===== config.mk =====
export PLATFORM = sky130hd
export DESIGN_NAME = sync_async_tx_m
export DESIGN_NICKNAME = d
export VERILOG_FILES = /design/src/rtl/sync_async_tx_m.sv
export SDC_FILE = /design/constraint.sdc
export NUM_CORES = 1
export LEC_CHECK = 0
export BUFFER_PORTS_ARGS = -buffer_cell sky130_fd_sc_hd__buf_4
export CORE_MARGIN = 3
export CORE_UTILIZATION = 57
export CTS_CLUSTER_SIZE = 25
export DETAILED_ROUTE_END_ITERATION = 8
export PLACE_DENSITY = 0.81
export SLEW_MARGIN = 20
export SYNTH_ARGS = -nofsm -noshare
export SYNTH_HDL_FRONTEND = slang
export SYNTH_SLANG_ARGS = --single-unit
export TNS_END_PERCENT = 10

===== constraint.sdc =====
create_clock -name clk -period 3.3 [get_ports clk]
set_input_delay 0.66 -clock clk [delete_from_list [all_inputs] [get_ports clk]]
set_output_delay 0.66 -clock clk [all_outputs]
set_load 0.02 [all_outputs]

===== src/rtl/sync_async_tx_m.sv =====
// Clocked-to-asynchronous transmit bridge: a valid/ready FIFO drains into a
// 4-phase bundled-data req/ack handshake toward the first async pipeline stage.
module sync_async_tx_m #(
    parameter int WIDTH        = 32,
    parameter int DEPTH        = 4,
    parameter int SYNC_STAGES  = 2,
    parameter int SETUP_CYCLES = 1
) (
    input  logic                         clk,
    input  logic                         reset,
    input  logic                         s_valid,
    output logic                         s_ready,
    input  logic [WIDTH-1:0]             s_data,
    output logic                         a_req,
    input  logic                         a_ack,
    output logic [WIDTH-1:0]             a_data,
    output logic [$clog2(DEPTH+1)-1:0]   count,
    output logic                         busy,
    output logic                         proto_err
);

    localparam int PW  = $clog2(DEPTH);
    localparam int CW  = $clog2(DEPTH + 1);
    localparam int SCW = (SETUP_CYCLES > 1) ? $clog2(SETUP_CYCLES) : 1;

    localparam logic [CW-1:0]  FULL_COUNT = CW'(DEPTH);
    localparam logic [SCW-1:0] SETUP_LOAD = SCW'(SETUP_CYCLES - 1);

    typedef enum logic [1:0] {
        IDLE,
        SETUP,
        WAIT_HI,
        WAIT_LO
    } state_t;

    state_t                  state;
    logic [WIDTH-1:0]        mem [DEPTH];
    logic [PW-1:0]           wr_ptr;
    logic [PW-1:0]           rd_ptr;
    logic [SYNC_STAGES-1:0]  ack_sync;
    logic [SCW-1:0]          setup_cnt;
    logic                    ack_s;
    logic                    push;
    logic                    pop;

    // Full-ness comes from the stored count only, so a same-edge pop never
    // opens a slot for a push.
    assign s_ready = (count != FULL_COUNT);
    assign push    = s_valid && s_ready;
    assign pop     = (state == IDLE) && (count != '0);
    assign ack_s   = ack_sync[SYNC_STAGES-1];
    assign busy    = (state != IDLE);

    // NOTE: sequential state uses non-blocking assignments so every flop
    // samples pre-edge values regardless of block evaluation order.
    always_ff @(posedge clk or posedge reset) begin
        if (reset) begin
            ack_sync <= '0;
        end else begin
            ack_sync <= {ack_sync[SYNC_STAGES-2:0], a_ack};
        end
    end

    // NOTE: the storage array has no reset; pointers and count define which
    // entries are valid, and leaving it unreset keeps it mappable to RAM.
    always_ff @(posedge clk) begin
        if (push) begin
            mem[wr_ptr] <= s_data;
        end
    end

    always_ff @(posedge clk or posedge reset) begin
        if (reset) begin
            wr_ptr <= '0;
            rd_ptr <= '0;
            count  <= '0;
        end else begin
            if (push) begin
                wr_ptr <= wr_ptr + 1'b1;
            end
            if (pop) begin
                rd_ptr <= rd_ptr + 1'b1;
            end
            case ({push, pop})
                2'b10:   count <= count + 1'b1;
                2'b01:   count <= count - 1'b1;
                default: count <= count;
            endcase
        end
    end

    // a_data is loaded only on the IDLE pop, so it holds from the a_req rise
    // through the whole return-to-zero phase.
    always_ff @(posedge clk or posedge reset) begin
        if (reset) begin
            state     <= IDLE;
            a_req     <= 1'b0;
            a_data    <= '0;
            setup_cnt <= '0;
            proto_err <= 1'b0;
        end else begin
            if ((state == IDLE || state == SETUP) && ack_s) begin
                proto_err <= 1'b1;
            end
            case (state)
                IDLE: begin
                    if (pop) begin
                        a_data    <= mem[rd_ptr];
                        setup_cnt <= SETUP_LOAD;
                        state     <= SETUP;
                    end
                end
                SETUP: begin
                    if (setup_cnt == '0) begin
                        a_req <= 1'b1;
                        state <= WAIT_HI;
                    end else begin
                        setup_cnt <= setup_cnt - 1'b1;
                    end
                end
                WAIT_HI: begin
                    if (ack_s) begin
                        a_req <= 1'b0;
                        state <= WAIT_LO;
                    end
                end
                WAIT_LO: begin
                    if (!ack_s) begin
                        state <= IDLE;
                    end
                end
                default: state <= IDLE;
            endcase
        end
    end

endmodule


==> impl_metrics.py <==
metrics = {
    "status": {
        "status": "completed",
    },
    "power": {
        "power_density_mw_per_mm2": 996,
        "seqPwrFrac_pct": 42.7,
        "p_int_mw": 5.37,
        "peakVddDrop_mv": 0.689,
        "swShare_pct": 31.3,
        "power_leakage_nw": 3.10,
        "p_switching_mw": 2.45,
        "p_comb_share_pct": 30.8,
        "finalPower_mw": 7.82,
        "pwr-share-clk_pct": 26.5,
    },
    "layout": {
        "fillers": 680,
        "final_nets": 493,
        "seq_area_mm2": 0.00497,
        "multi_input_comb_area_mm2": 0.00143,
        "final_cells": 600,
        "drive_gt1_share_pct": 33.5,
        "syn_to_final_growth_pct": 20.6,
        "antenna_cells": 0,
    },
    "placed_design": {
        "dpl.cell_count": 568,
        "io_buffers": 74,
        "place_ws_ns": 1.02,
        "globalplace.congestion": 0.798,
        "hpwlAfterDp_um": 6930,
    },
    "floorplanning": {
        "core_area_mm2": 0.0110,
        "num_rows": 38,
        "die_h_um": 113,
        "dieArea_mm2": 0.0127,
        "io_pins": 75,
        "die_w_um": 113,
        "initial_core_util_pct": 59.3,
    },
    "timing": {
        "drv_slew": 0,
        "skew_ns": 0.00833,
        "hold-worst-slack_ns": 0.357,
        "tns_ns": 0,
        "rsz0062_at_grt": "false",
        "fin_crit_sh_pct": 70.8,
        "slew_headroom_pct": 37.7,
        "setup_slack_ns": 0.964,
        "finalSetupViolations": 0,
        "tightest_slew_ns": 0.935,
        "timing.fmax_mhz": 428,
        "finalHoldViolCount": 0,
        "layout_min_cycle_time_ns": 2.34,
    },
    "cts": {
        "cts_tree": "done",
        "cts.clk_slew.worst_paths_ns": 0.06,
        "clock-sinks": 173,
        "post_cts_buffers": 0,
        "post_cts_resized": 0,
        "clk_latency_ns": 0.41,
        "cts_buffer_depth": 2,
        "ctsRootBufferMaster": "clkbuf_16",
        "cts_htree_levels": 4,
        "cts_made_buffers": 17,
        "cts_hold_buf": 0,
    },
    "grt": {
        "grt_first_pass_wirelength_um": 19300,
        "grt_util_all_layers_pct": 20.6,
        "grt_pass1_vias": 3534,
        "grt-ovfl-total": 0,
        "antenna_found_initial": 0,
        "grt_max_degree": 46,
    },
    "synthesis": {
        "ys_seq_area_share_pct": 76.3,
        "synth_cells": 363,
        "ys_warn_count": 0,
        "syn-num-nets": 409,
        "synth_area_mm2": 0.00651,
        "synth.avg_cell_area_um2": 17.9,
        "ys_types": 27,
        "ys_seq_elements": 173,
    },
    "worst_setup_path": {
        "crit_type": "reg2reg",
        "critPathCaptureType": "register",
        "critPathRequiredTime_ns": 3.63,
        "crit_fanout": 6,
        "cp.arrival_ns": 2.66,
        "worstSetupStartpointType": "register",
    },
    "drt": {
        "ant_nets": 0,
        "wl_um": 12300,
        "vias_per_cell": 5.51,
        "drt_iter0_markers": 178,
        "via_count": 3307,
        "drcViolationCount": 0,
        "first_pass_iters": 4,
        "drt-wirelength-per-cell_um": 20.5,
    },
    "hold_path": {
        "hold_class": "reg2reg",
    },
    "run": {
        "maxCapViolCount": 0,
    },
}
cell type report:
type | count | share of cell area [%]
Multi-Input combinational cell | 164 | 18.2
Inverter | 12 | 0.589
Timing Repair Buffer | 79 | 7.71
Tap cell | 140 | 2.23
Clock buffer | 21 | 5.86
Clock inverter | 11 | 2.09
Sequential cell | 173 | 63.3
final timing paths:
path	startpoint	slack [ns]	cells after the start	endpoint
setup / recovery	count[0]	0.96	9	count[2]
hold / removal	ack_sync[0]	0.36	0	ack_sync[1]
setup reg to reg	count[0]	0.96	9	count[2]
hold reg to reg	ack_sync[0]	0.36	0	ack_sync[1]
max in group asynchronous	reset	2.34	2	rd_ptr[0]
min in group asynchronous	reset	0.40	2	a_data[14]
cell families (layout without fill, tap and decap cells):
logic type	after synthesis	in the layout	synth area share [%]
AOI/OAI and AO/OA	6	6	0.903
xor gates and xnor gates	6	6	0.807
adders and majority gates	10	10	2.04
buffers and inverters	26	123	1.73
DFF	173	173	76.3
muxes	35	35	11.6
and+or+nand+nor	107	107	6.63
cell usage in the layout, fill, tap and decap left out, types with 5 or more instances in the layout:
master	count
edfxtp_1	128
nand2_1	98
buf_4	78
dfrtp_1	44
mux4_2	32
clkbuf_16	17
inv_1	10
ha_1	9
clkinv_2	5
critical path: stages, from the launching register on:
cell and delay [ns]:
dfrtp_1 0.46, or3b_4 0.43, and2_4 0.19, inv_1 0.05
ha_1 0.19, inv_1 0.07, fa_1 0.40, xor2_1 0.15
nor2_1 0.13, xor2_1 0.18
synth_stat cells, drive strengths merged:
master	number	area, um^2
and2	1	8.76
ha	9	113
dfrtp	45	1130
a2bb2oi	1	8.76
xor2	2	17.5
o221a	1	11.3
mux2i	1	10.0
inv	12	45.0
and3	4	30.0
a21oi	2	10.0
xnor2	4	35.0
nor2	2	7.51
or3b	1	11.3
nand2	98	368
clkbuf	7	26.3
or3	1	6.26
mux4	32	721
a21o	1	7.51
mux2	2	26.3
edfxtp	128	3840
o31ai	1	21.3
buf	7	41.3
fa	1	20.0
metrics by stage:
stage	util, %	cell area (um^2)
after floorplan	-	6520
after global placement	65.8	7230
after detailed placement	65.8	7230
after CTS	71.5	7850
after global routing	71.5	7860
final	71.5	7860
sequential cells by signal, summed over array words and instances (netlist names):
register and count:
rd_ptr 2, wr_ptr 2, proto_err 1, ack_sync 2, count 3, a_data 32
mem 128, a_req 1, state 2
power groups by stage:
stage	logic [mW]	registers (mW)	clock network, mW
floorplan	1.45	3.46	0
global placement	2.34	3.34	0
detailed placement	2.41	3.38	0
CTS	2.46	3.35	2.10
global route	2.63	3.41	2.20
finish	2.41	3.34	2.07
layer usage:
| metal | track usage (%) | vias up | part of all wire, % |
|---|---|---|---|
| met2 | 34.8 | 107 | 54 |
| li1 | - | 1505 | - |
| met4 | 8.65 | 0 | 1.8 |
| met3 | 5.24 | 18 | 6.3 |
| met5 | 0 | - | 0 |
| met1 | 25.7 | 1677 | 38 |
Note: power is estimated with default switching activity, not from simulation.
